## src/rtl/uart_rgb_pwm.sv

```systemverilog
// rtl/uart_rgb_pwm.sv - UART-driven RGB PWM: frames A5 r g b set the duties, each frame is acked with 'K'
module uart_rgb_pwm #(
  parameter int CLK_HZ = 48000000,
  parameter int BAUD   = 115200
) (
  input  logic clk,
  input  logic rst,
  input  logic rx,
  output logic tx,
  output logic led_r,
  output logic led_g,
  output logic led_b
);
  localparam int DIV  = CLK_HZ / BAUD;
  localparam int HALF = DIV / 2;
  localparam int CW   = $clog2(DIV);
  localparam logic [7:0] SYNC_BYTE = 8'hA5;
  localparam logic [7:0] ACK_BYTE  = 8'h4B;

  typedef enum logic [2:0] {RX_IDLE, RX_START, RX_DATA, RX_STOP, RX_WAIT} rx_state_t;
  typedef enum logic [1:0] {SYNC, GET_R, GET_G, GET_B} ps_t;
  typedef enum logic {TX_IDLE, TX_BUSY} tx_state_t;

  logic rst_meta, rst_n;
  always_ff @(posedge clk or negedge rst) begin
    if (!rst) begin
      rst_meta <= 1'b0;
      rst_n    <= 1'b0;
    end else begin
      rst_meta <= 1'b1;
      rst_n    <= rst_meta;
    end
  end

  // rx_d is the previous synchronized sample, used for falling-edge detection
  logic rx_meta, rx_s, rx_d;
  always_ff @(posedge clk or negedge rst_n) begin
    if (!rst_n) begin
      rx_meta <= 1'b1;
      rx_s    <= 1'b1;
      rx_d    <= 1'b1;
    end else begin
      rx_meta <= rx;
      rx_s    <= rx_meta;
      rx_d    <= rx_s;
    end
  end

  rx_state_t rx_state, rx_state_n;
  logic [CW-1:0] rx_cnt;
  logic [2:0]    rx_bit;
  logic [7:0]    rx_shift;
  logic          rx_tick, byte_valid, frame_err;

  always_comb begin
    rx_state_n = rx_state;
    rx_tick    = 1'b0;
    byte_valid = 1'b0;
    frame_err  = 1'b0;
    case (rx_state)
      RX_IDLE:  if (rx_d && !rx_s) rx_state_n = RX_START;
      RX_START: if (rx_cnt == CW'(HALF - 1)) begin
        rx_tick    = 1'b1;
        rx_state_n = rx_s ? RX_IDLE : RX_DATA;
      end
      RX_DATA:  if (rx_cnt == CW'(DIV - 1)) begin
        rx_tick = 1'b1;
        if (rx_bit == 3'd7) rx_state_n = RX_STOP;
      end
      RX_STOP:  if (rx_cnt == CW'(DIV - 1)) begin
        rx_tick = 1'b1;
        if (rx_s) begin
          byte_valid = 1'b1;
          rx_state_n = RX_IDLE;
        end else begin
          frame_err  = 1'b1;
          rx_state_n = RX_WAIT;
        end
      end
      RX_WAIT:  if (rx_s) rx_state_n = RX_IDLE;
      default:  rx_state_n = RX_IDLE;
    endcase
  end

  always_ff @(posedge clk or negedge rst_n) begin
    if (!rst_n) begin
      rx_state <= RX_IDLE;
      rx_cnt   <= '0;
      rx_bit   <= '0;
      rx_shift <= '0;
    end else begin
      rx_state <= rx_state_n;
      if (rx_state == RX_IDLE || rx_tick) rx_cnt <= '0;
      else rx_cnt <= rx_cnt + CW'(1);
      if (rx_tick && rx_state == RX_DATA) begin
        rx_shift <= {rx_s, rx_shift[7:1]};
        rx_bit   <= rx_bit + 3'd1;
      end
    end
  end

  ps_t  ps, ps_n;
  logic frame_done;

  always_comb begin
    ps_n       = ps;
    frame_done = 1'b0;
    if (frame_err) begin
      ps_n = SYNC;
    end else if (byte_valid) begin
      case (ps)
        SYNC:    if (rx_shift == SYNC_BYTE) ps_n = GET_R;
        GET_R:   ps_n = GET_G;
        GET_G:   ps_n = GET_B;
        GET_B: begin
          ps_n       = SYNC;
          frame_done = 1'b1;
        end
        default: ps_n = SYNC;
      endcase
    end
  end

  logic [7:0] shadow_r, shadow_g, shadow_b, duty_r, duty_g, duty_b, cnt;
  logic       update_pending;

  // Duties only change at the wrap so every PWM period is whole
  always_ff @(posedge clk or negedge rst_n) begin
    if (!rst_n) begin
      ps             <= SYNC;
      shadow_r       <= '0;
      shadow_g       <= '0;
      shadow_b       <= '0;
      duty_r         <= '0;
      duty_g         <= '0;
      duty_b         <= '0;
      cnt            <= '0;
      update_pending <= 1'b0;
      led_r          <= 1'b0;
      led_g          <= 1'b0;
      led_b          <= 1'b0;
    end else begin
      ps  <= ps_n;
      cnt <= cnt + 8'd1;
      if (frame_err) begin
        shadow_r <= '0;
        shadow_g <= '0;
        shadow_b <= '0;
      end else if (byte_valid) begin
        if (ps == GET_R) shadow_r <= rx_shift;
        if (ps == GET_G) shadow_g <= rx_shift;
        if (ps == GET_B) shadow_b <= rx_shift;
      end
      if (cnt == 8'hFF && update_pending) begin
        duty_r <= shadow_r;
        duty_g <= shadow_g;
        duty_b <= shadow_b;
      end
      if (frame_done) update_pending <= 1'b1;
      else if (cnt == 8'hFF) update_pending <= 1'b0;
      led_r <= cnt < duty_r;
      led_g <= cnt < duty_g;
      led_b <= cnt < duty_b;
    end
  end

  tx_state_t     tx_state, tx_state_n;
  logic [CW-1:0] tx_cnt;
  logic [3:0]    tx_bit;
  logic [8:0]    tx_shift;
  logic          tx_tick;

  always_comb begin
    tx_state_n = tx_state;
    tx_tick    = (tx_cnt == CW'(DIV - 1));
    case (tx_state)
      TX_IDLE: if (frame_done) tx_state_n = TX_BUSY;
      TX_BUSY: if (tx_tick && tx_bit == 4'd9) tx_state_n = TX_IDLE;
      default: tx_state_n = TX_IDLE;
    endcase
  end

  // Ack requests arriving while busy are ignored; the shift register back-fills with stop level
  always_ff @(posedge clk or negedge rst_n) begin
    if (!rst_n) begin
      tx_state <= TX_IDLE;
      tx_cnt   <= '0;
      tx_bit   <= '0;
      tx_shift <= '1;
      tx       <= 1'b1;
    end else begin
      tx_state <= tx_state_n;
      if (tx_state == TX_IDLE) begin
        tx_cnt <= '0;
        tx_bit <= '0;
        if (frame_done) begin
          tx       <= 1'b0;
          tx_shift <= {1'b1, ACK_BYTE};
        end
      end else if (tx_tick) begin
        tx_cnt   <= '0;
        tx_bit   <= tx_bit + 4'd1;
        tx       <= tx_shift[0];
        tx_shift <= {1'b1, tx_shift[8:1]};
      end else begin
        tx_cnt <= tx_cnt + CW'(1);
      end
    end
  end
endmodule
```

## config.mk

```make
export PLATFORM = sky130hd
export DESIGN_NAME = uart_rgb_pwm
export DESIGN_NICKNAME = d
export VERILOG_FILES = /design/src/rtl/uart_rgb_pwm.sv
export SDC_FILE = /design/constraint.sdc
export NUM_CORES = 1
export LEC_CHECK = 0
export ABC_AREA = 1
export BUFFER_PORTS_ARGS = -buffer_cell sky130_fd_sc_hd__buf_2
export CORE_UTILIZATION = 40
export DETAILED_ROUTE_END_ITERATION = 6
export PLACE_DENSITY = 0.57
export SLEW_MARGIN = 15
export SYNTH_ARGS = -nofsm -noshare
export SYNTH_HDL_FRONTEND = slang
export SYNTH_SLANG_ARGS = --single-unit
```

## constraint.sdc

```tcl
create_clock -name clk -period 9.75 [get_ports clk]
set_clock_uncertainty 0.2 [all_clocks]
set_input_delay 1.95 -clock clk [delete_from_list [all_inputs] [get_ports clk]]
set_output_delay 1.95 -clock clk [all_outputs]
set_load 0.01 [all_outputs]
```

==> results of run 1 <==
## state kept, by name (all words and copies together) (netlist names), 4 cells and up
name      count
cnt           8
duty_b        8
duty_g        8
duty_r        8
rx_cnt        9
rx_shift      8
shadow_b      8
shadow_g      8
shadow_r      8
tx_bit        4
tx_cnt        9
tx_shift      8
## synth_stat cells, types with 3 or more instances
master and number:
or2_0 3, nor2_4 3, nand2_1 158, buf_4 5
nand3_1 46, xnor2_1 7, ha_1 33, dfstp_2 12
nor2_1 41, a21oi_1 18, inv_2 4, xor2_1 6
o21ai_1 17, inv_1 65, o21ai_0 36, clkbuf_1 3
dfrtp_1 101, nand4_1 9, o21ai_2 4
## per-stage QoR
stage          setup WS (ns)  total power [uW]  hold WS, ns  instance area [um^2]
2_1_floorplan           6.19               571        0.131                  5350
3_3_place_gp            6.98               587        0.117                  5540
3_5_place_dp            6.97               590        0.127                  5540
4_1_cts                 6.52              1230        0.126                  6140
5_1_grt                 6.50              1260        0.143                  6140
6_report                6.54              1210       0.0916                  6140
## routing by layer
metal / routed length (um) / vias to the layer above / part of all wire / GRT usage
li1: - / 1945 / - / -
met3: 263 / 15 / 0.027 / 0.0451
met5: 0 / - / 0 / 0
met2: 4470 / 50 / 0.45 / 0.242
met1: 4960 / 1792 / 0.50 / 0.208
met4: 176 / 0 / 0.018 / 0.0673
## logic make-up after synthesis
kind of cell / synth area share
other cells: 0.000701
flops: 0.532
compound gates: 0.0784
simple gates: 0.228
fa+ha+maj: 0.0772
xor+xnor: 0.0213
buf+inv: 0.0627
## report_power, final
group	switching (uW)	internal, uW
registers	15.1	482
clock network	204	427
logic	59.9	25.5
total	279	935
## worst max-delay path by stage
stage          slack, ns  endpoint
2_1_floorplan       6.19    cnt[0]
3_3_place_gp        6.98        tx
3_5_place_dp        6.97        tx
4_1_cts             6.52        tx
5_1_grt             6.50        tx
6_report            6.54        tx
## area by class of cell
type                    instances  area (um^2)  area share
inverters                      69          259      0.0422
repair buffers                  8         45.0     0.00733
clock inverters                 6          105      0.0171
multi-input cells             400         2170       0.354
flip-flops and latches        113         2850       0.463
well taps                     172          215      0.0350
clock buffers                  26          499      0.0813
==> Implementation_results.wiki, run 1 <==
{| class="wikitable"
! Metric !! Value
|-
| Clock latency at the later pin of the worst-skew pair || 0.42 ns
|-
| Number of buffers added by the clock tree synthesis step || 17
|-
| Cell Chain, Critical Path || buf_2
|-
| Clock root cell || clkbuf_16
|-
| CTS Hold Buffers Added || 0
|-
| Category of the critical setup timing path || flip-flop to output pin
|-
| Final wirelength || 9870 um
|-
| FF-to-FF Start || rx_cnt[0]
|-
| Stages on the worst setup path || 1
|-
| Clock tree from TritonCTS || yes
|-
| Post-route setup TNS || 0 ns
|-
| Critical path capture point type || output pin
|-
| Hold violation count in the final report || 0
|-
| Dominant delay contributor by cell family on the critical path || flip-flops
|-
| Cell type with the highest aggregate area in the netlist || dfrtp_1
|-
| Dominant register cell in the synthesized netlist || dfrtp_1
|-
| Number of antenna violations at the first check in global routing || 0
|-
| Outcome || finished, final reports clean
|-
| TritonCTS Sinks || 113
|-
| Arrival time of the worst setup path || 1.06 ns
|-
| Leakage power || 0.00300 uW
|-
| Sort of element at the start of the critical path || flip-flop
|-
| End-of-flow core utilization || 0.479
|-
| Starting utilization of the core area || 0.417
|-
| Worst Setup SP || tx
|-
| Cell Rows || 41
|-
| Post-route ant nets || 0
|-
| Number of DRC markers in iteration 0 || 171
|-
| Number of levels in the clock H-tree || 4
|-
| Peak ir drop on the vdd network || 0.0929 mV
|-
| Reg2Reg Depth || 8
|-
| Longest individual stage delay on the worst path || 0.52 ns
|-
| Cell area power density || 198 nW/um^2
|-
| Number of warnings issued by yosys || 0
|-
| Overall overflow remaining after global route || 0
|-
| Post-CTS setup repair buffer count || 0
|-
| Mean area per synthesized cell || 9.02 um^2
|-
| Resized cells post-CTS || 0
|-
| Total number of vias || 3802
|-
| Wire length of the first global-routing pass || 17300 um
|-
| Worst path bufs/invs || 1
|-
| Total DRC errors in the routed layout || 0
|-
| Instance count of the mapped netlist || 593
|-
| Post-Syn Area || 5350 um^2
|-
| Proportion of layout cells with a drive suffix above 1 || 0.113
|-
| Die Area || 13800 um^2
|-
| CP max-delay cell || dfstp_2
|-
| Max-capacitance violation count || 0
|-
| Critical path required time || 7.60 ns
|-
| Global-route usage over all layers || 0.158
|-
| Total I/O pin count || 7
|-
| Pins Over Slew Limit || 0
|-
| N_diodes || 0
|-
| Number of vias per cell after detailed routing || 4.79
|-
| Hold Path Class || flip-flop to async pin
|-
| Largest cells by area after synthesis || dfrtp_1 47%, nand2_1 11%, ha_1 7.7%
|-
| Leading cell type in the layout, fill and taps excluded || nand2_1
|-
| Destination of the worst register-to-register timing path || rx_shift[4]
|-
| Post-synth EDFFs || 0
|-
| Async set-reset flop share out of synthesis || 1.00
|-
| Leading cell types in the layout, fill and taps excluded || 158 x nand2_1, 100 x dfrtp_1, 65 x inv_1, 46 x nand3_1, 40 x nor2_1
|-
| Area fraction of the dominant cell type after synthesis || 0.473
|-
| Placed Cells incl. Taps || 762
|-
| Die Y || 118 um
|-
| Final Setup Violations || 0
|-
| Horizontal extent of the die || 118 um
|-
| RSZ-0062 raised after global routing || no
|-
| Area grow syn2layout || 14.9%
|-
| Pin count of the biggest net entering global routing || 75
|-
| Proportion of synthesized chip area in sequential cells || 0.532
|-
| Fraction of the cycle the final worst path needs || 0.330
|-
| Clock Tree Buf Depth || 2
|-
| Count of unique library cells instantiated by Yosys || 34
|-
| Half-perimeter wire length of the detailed placement result || 6670 um
|-
| Reg clk slew, reported paths || 0.05 ns
|-
| Synthesized netlist net count || 629
|-
| Number of nets in the layout || 645
|-
| Largest driver fanout on the critical path || 2
|-
| Core Footprint || 12800 um^2
|-
| Worst R2R Setup Slack || 7.37 ns
|-
| Post-route minimum period || 3.21 ns
|-
| Total of flip-flops plus latches after synthesis || 113
|-
| Relative slew slack || 0.376
|-
| Fillcell total || 1235
|-
| GP Congestion || 0.779
|-
| Finished Layout Cells || 794
|-
| Wirelength per Cell || 12.4 um
|-
| First drt pass iteration count || 4
|-
| Port bufs || 6
|-
| Transition time at the pin with the least slew margin || 0.936 ns
|-
| Achievable Freq || 0.311 GHz
|-
| Via count of the first global-routing pass || 3668
|}
(Power assumes the default switching activity.)
==> run 2, diff against run 1 <==
Settings changed: ABC_AREA 1 to 0.
Clock period 9.75 ns to 3.3 ns, I/O delays scaled along.
==> Implementation_results.wiki, run 2 <==
{| class="wikitable"
! Metric !! Value
|-
| Clock Tree Buf Depth || 2
|-
| Hold Path Class || flip-flop to async pin
|-
| Synth top cells by count || 101 x dfrtp_1, 90 x nand2_1, 36 x nand3_1, 33 x ha_1
|-
| Port bufs || 6
|-
| Synthesized netlist net count || 574
|-
| Wire length of the first global-routing pass || 18200 um
|-
| Number of antenna violations at the first check in global routing || 0
|-
| Wirelength per Cell || 14.1 um
|-
| Routed wire length on met2 || 4620 um
|-
| M1 WL || 5300 um
|-
| Number of nets in the layout || 576
|-
| Dominant register cell in the synthesized netlist || dfrtp_1
|-
| Transition time at the pin with the least slew margin || 0.693 ns
|-
| Total DRC errors in the routed layout || 0
|-
| Proportion of synthesized chip area in sequential cells || 0.507
|-
| Number of levels in the clock H-tree || 4
|-
| RSZ-0062 raised after global routing || no
|-
| Post-route minimum period || 2.41 ns
|-
| Area fraction of the dominant cell type after synthesis || 0.451
|-
| Combinational family with the most area after synthesis || simple AND/OR/NAND/NOR gates
|-
| Critical path capture point type || flip-flop
|-
| Relative slew slack || 0.536
|-
| Post-synth EDFFs || 0
|-
| Achievable Freq || 0.415 GHz
|-
| Worst R2R Setup Slack || 0.89 ns
|-
| Largest cells by area after synthesis || dfrtp_1 45%, ha_1 7.4%, nand2_1 6.0%
|-
| Longest individual stage delay on the worst path || 0.57 ns
|-
| Total of flip-flops plus latches after synthesis || 113
|-
| Starting utilization of the core area || 0.417
|-
| N_diodes || 0
|-
| Max-capacitance violation count || 0
|-
| Final Setup Violations || 0
|-
| Clock latency at the later pin of the worst-skew pair || 0.41 ns
|-
| Leakage power || 0.00277 uW
|-
| Sort of element at the start of the critical path || flip-flop
|-
| Pins Over Slew Limit || 0
|-
| Clock root cell || clkbuf_16
|-
| FF-to-FF Start || rx_cnt[0]
|-
| Via count of the first global-routing pass || 3646
|-
| Post-route setup TNS || 0 ns
|-
| TritonCTS Sinks || 113
|-
| Mean area per synthesized cell || 10.4 um^2
|-
| Horizontal extent of the die || 120 um
|-
| Largest driver fanout on the critical path || 11
|-
| Outcome || finished, final reports clean
|-
| Met3 Wirelength || 256 um
|-
| Top flop regs || rx_cnt x9, tx_cnt x9
|-
| Arrival time of the worst setup path || 2.50 ns
|-
| Critical path required time || 3.39 ns
|-
| Reg clk slew, reported paths || 0.05 ns
|-
| Min Hold Slack || 0.109 ns
|-
| Async set-reset flop share out of synthesis || 1.00
|-
| Fillcell total || 1288
|-
| Die Area || 14500 um^2
|-
| Xor and xnor fraction of the mapped netlist area || 0.0344
|-
| Simple-gate area share of the yosys netlist || 0.174
|-
| CP max-delay cell || nor3_4
|-
| Most frequent cell after synthesis || dfrtp_1
|-
| First drt pass iteration count || 4
|-
| Instance count of the mapped netlist || 538
|-
| Cell Chain, Critical Path || ha_1, and4b_1, nand3_4, nor3_4, mux2_2
|-
| Count of unique library cells instantiated by Yosys || 55
|-
| Clock tree from TritonCTS || yes
|-
| Destination of the worst register-to-register timing path || rx_shift[0]
|-
| Area share of fa/ha/maj cells after synthesis || 0.0736
|-
| Hold violation count in the final report || 0
|-
| Global-route usage over all layers || 0.162
|-
| Number of DRC markers in iteration 0 || 207
|-
| Number of warnings issued by yosys || 0
|-
| Cell area power density || 567 nW/um^2
|-
| Total I/O pin count || 7
|-
| Proportion of layout cells with a drive suffix above 1 || 0.141
|-
| Leading cell types in the layout, fill and taps excluded || 100 x dfrtp_1, 90 x nand2_1, 36 x nand3_1, 33 x ha_1
|-
| Leading cell type in the layout, fill and taps excluded || dfrtp_1
|-
| Number of buffers added by the clock tree synthesis step || 17
|-
| Post-Syn Area || 5610 um^2
|-
| Final wirelength || 10300 um
|-
| Total number of vias || 3707
|-
| Category of the critical setup timing path || flip-flop to flip-flop
|-
| GP Congestion || 0.744
|-
| Highest routed layer || met4
|-
| Core Footprint || 13500 um^2
|-
| Peak ir drop on the vdd network || 0.355 mV
|-
| Number of vias per cell after detailed routing || 5.09
|-
| Half-perimeter wire length of the detailed placement result || 6800 um
|-
| Overall overflow remaining after global route || 0
|-
| Area grow syn2layout || 14.3%
|-
| Compound-Gate Fraction of Synth Area || 0.114
|-
| Post-route ant nets || 0
|-
| Cell type with the highest aggregate area in the netlist || dfrtp_1
|-
| Pin count of the biggest net entering global routing || 73
|-
| Fraction of the cycle the final worst path needs || 0.730
|-
| Die Y || 120 um
|-
| Reg2Reg Depth || 5
|-
| Mux cell area share after synthesis || 0.0473
|-
| Cell Rows || 42
|}
## run 2: cell type report
class,instances,area (um^2),share of cell area
inverter,30,113,0.0176
sequential,113,2850,0.444
clock buffer,21,450,0.0703
clock inverter,11,209,0.0326
multi-input combinational,367,2490,0.388
timing repair buffer,11,82.6,0.0129
tap,176,220,0.0344
## run 2: where the power goes
group | total (uW) | internal, uW | switching, uW | leakage, uW
Sequential | 1480 | 1420 | 53.2 | 0.00151
Combinational | 120 | 50.8 | 69.5 | 0.000938
Clock | 2040 | 1430 | 606 | 0.000325
## run 2: how the worst max path moves through the flow
| stage | from | endpoint | slack (ns) | depth (start not counted) |
|---|---|---|---|---|
| 6_report | rx_cnt[0] | rx_shift[0] | 0.89 | 5 |
| 5_1_grt | rx_cnt[0] | rx_shift[0] | 0.73 | 5 |
| 4_1_cts | rx_cnt[0] | rx_shift[0] | 0.89 | 5 |
| 3_5_place_dp | rx_cnt[0] | rx_shift[0] | 0.90 | 5 |
| 3_3_place_gp | rx_cnt[0] | rx_shift[0] | 0.96 | 5 |
| 2_1_floorplan | rst_n | cnt[0] | 1.22 | 0 |
## run 2: cell families after synthesis
kind of cell,after synthesis
xor gates and xnor gates,22
DFF,113
and+or+nand+nor,197
muxes,21
other,1
buffers and inverters,58
adders and majority gates,33
AOI/OAI and AO/OA,93
## run 2: critical path: cells and delay by family, from the launching register on
kind / cells / cell delay (ns)
multiplexers: 1 / 0.40
flip-flops: 1 / 0.40
AND/OR/NAND/NOR: 3 / 1.08
adder cells (fa/ha/maj): 1 / 0.21
## run 2: per-stage QoR
| step | cells | setup WS (ns) | cell area (um^2) | total power [uW] | utilization |
|---|---|---|---|---|---|
| final | 729 | 0.892 | 6410 | 3630 | 0.476 |
| after global routing | 729 | 0.728 | 6410 | 3780 | 0.476 |
| after CTS | 729 | 0.887 | 6410 | 3700 | 0.476 |
| after detailed placement | 696 | 0.904 | 5740 | 1620 | 0.427 |
| after global placement | 696 | 0.959 | 5740 | 1620 | 0.427 |
| after floorplan | 538 | 1.22 | 5610 | 1590 | - |
## run 2: metal layers
| layer | GRT usage | up-vias |
|---|---|---|
| met5 | 0 | - |
| li1 | - | 1869 |
| met4 | 0.0648 | 0 |
| met3 | 0.0481 | 6 |
| met1 | 0.224 | 1800 |
| met2 | 0.238 | 32 |
## run 2: timing repair
action / 4_1_cts / 5_1_grt
resized for setup: 0 / 0
endpoints found under the setup margin: 0 / 0
buffers inserted: 0 / 0
hold buffers: 1 / 0
endpoints found under the hold margin: 2 / 0
==> run 3, diff against run 2 <==
Settings changed: PLACE_DENSITY 0.57 to 0.59.
Clock period 3.3 ns to 2.1 ns, I/O delays scaled along.
==> Implementation_results.wiki, run 3 (synthesis results as in run 2) <==
{| class="wikitable"
! Metric !! Value
|-
| Outcome || finished, final reports clean
|-
| Area grow syn2layout || 17.3%
|-
| Critical path capture point type || flip-flop
|-
| TritonCTS Sinks || 113
|-
| Total number of vias || 3939
|-
| Port bufs || 6
|-
| Global-route usage over all layers || 0.166
|-
| Cell area power density || 799 nW/um^2
|-
| Core Footprint || 13500 um^2
|-
| Cell Chain, Critical Path || ha_2, and4b_2, buf_4, nand4_1, buf_4, clkbuf_16, nand2_1, o211ai_1
|-
| N_diodes || 0
|-
| Number of DRC markers in iteration 0 || 254
|-
| Via count of the first global-routing pass || 3773
|-
| Leakage power || 0.00288 uW
|-
| Longest individual stage delay on the worst path || 0.39 ns
|-
| Hold Path Class || input pin to async pin
|-
| Pins Over Slew Limit || 0
|-
| Post-CTS setup repair buffer count || 0
|-
| Pin count of the biggest net entering global routing || 112
|-
| Worst R2R Setup Slack || 0.08 ns
|-
| Cell Rows || 42
|-
| Clock Tree Buf Depth || 2
|-
| Relative slew slack || 0.587
|-
| Largest driver fanout on the critical path || 24
|-
| Peak ir drop on the vdd network || 0.560 mV
|-
| Number of antenna violations at the first check in global routing || 0
|-
| Wirelength per Cell || 14.7 um
|-
| Number of buffers added by the clock tree synthesis step || 17
|-
| Sort of element at the start of the critical path || flip-flop
|-
| Category of the critical setup timing path || flip-flop to flip-flop
|-
| Number of levels in the clock H-tree || 4
|-
| Post-route setup TNS || 0 ns
|-
| Placed Cells incl. Taps || 721
|-
| Achievable Freq || 0.494 GHz
|-
| Clock latency at the later pin of the worst-skew pair || 0.42 ns
|-
| Total DRC errors in the routed layout || 0
|-
| Transition time at the pin with the least slew margin || 0.620 ns
|-
| Top flop regs || rx_cnt x9, tx_cnt x9
|-
| Wire length of the first global-routing pass || 18700 um
|-
| Horizontal extent of the die || 120 um
|-
| Proportion of layout cells with a drive suffix above 1 || 0.179
|-
| Arrival time of the worst setup path || 2.10 ns
|-
| Half-perimeter wire length of the detailed placement result || 7220 um
|-
| Starting utilization of the core area || 0.417
|-
| Fraction of the cycle the final worst path needs || 0.964
|-
| Max-capacitance violation count || 0
|-
| Final wirelength || 11100 um
|-
| Clock root cell || clkbuf_16
|-
| Total I/O pin count || 7
|-
| Die Y || 120 um
|-
| Overall overflow remaining after global route || 0
|-
| Dominant delay contributor by cell family on the critical path || buffers and inverters
|-
| Post-route minimum period || 2.02 ns
|-
| Leading cell types in the layout, fill and taps excluded || 100 x dfrtp_1, 90 x nand2_1, 36 x nand3_1, 32 x ha_1
|-
| First drt pass iteration count || 4
|-
| Critical path required time || 2.18 ns
|-
| Post-route ant nets || 0
|-
| Finished Layout Cells || 756
|-
| Number of nets in the layout || 603
|-
| Clock tree from TritonCTS || yes
|-
| Cell seen most often among critical-path stages || buf_4
|-
| Number of vias per cell after detailed routing || 5.21
|-
| Final Setup Violations || 0
|-
| Worst path bufs/invs || 3
|-
| Fillcell total || 1233
|-
| Die Area || 14500 um^2
|-
| Reg clk slew, reported paths || 0.05 ns
|-
| GP Congestion || 0.775
|-
| CP max-delay cell || dfrtp_1
|-
| Hold violation count in the final report || 0
|-
| Leading cell type in the layout, fill and taps excluded || dfrtp_1
|}
## run 3: layout make-up
type                       count  area [um^2]  area share
timing repair buffer          38          330      0.0502
multi-input combinational    367         2500       0.380
clock inverter                 5         52.6     0.00799
inverter                      30          113      0.0171
clock buffer                  27          513      0.0780
tap                          176          220      0.0335
sequential                   113         2850       0.433
## run 3: per-layer routing
metal | track usage | share of wire
met4 | 0.0633 | 0.012
met1 | 0.221 | 0.48
met3 | 0.0509 | 0.036
met2 | 0.255 | 0.47
met5 | 0 | 0
## run 3: metrics by stage
step                utilization  cell area [um^2]  setup WS (ns)  hold WS (ns)  power, uW
CTS                       0.486              6540         0.0360         0.101       5320
global placement          0.442              5950          0.120       0.00479       2550
detailed placement        0.442              5950         0.0353        0.0120       2560
floorplan                     -              5610         0.0219       -0.0756       2490
finish                    0.489              6570         0.0753         0.121       5250
global route              0.489              6570        -0.0457         0.118       5460
## run 3: timing repair
item	in CTS	in global routing
endpoints found under the setup margin	0	42
hold buffers	2	0
hold endpoints to repair	3	0
resized for setup	0	3
## run 3: worst paths after layout
check,startpoint,to,cells after the start
worst max-delay path,rx_cnt[0],shadow_g[5],8
worst min-delay path,rst,rst_meta,2
worst max register to register,rx_cnt[0],shadow_g[5],8
worst min register to register,rst_meta,rst_n,0
max in group asynchronous,rst_n,led_r,1
min in group clk,rst_meta,rst_n,0
## run 3: power breakdown
group | switching, uW | internal [uW] | leakage, uW | total (uW)
registers | 58.7 | 2240 | 0.00151 | 2300
clock network | 952 | 1780 | 0.000277 | 2730
logic | 136 | 92.9 | 0.00109 | 229
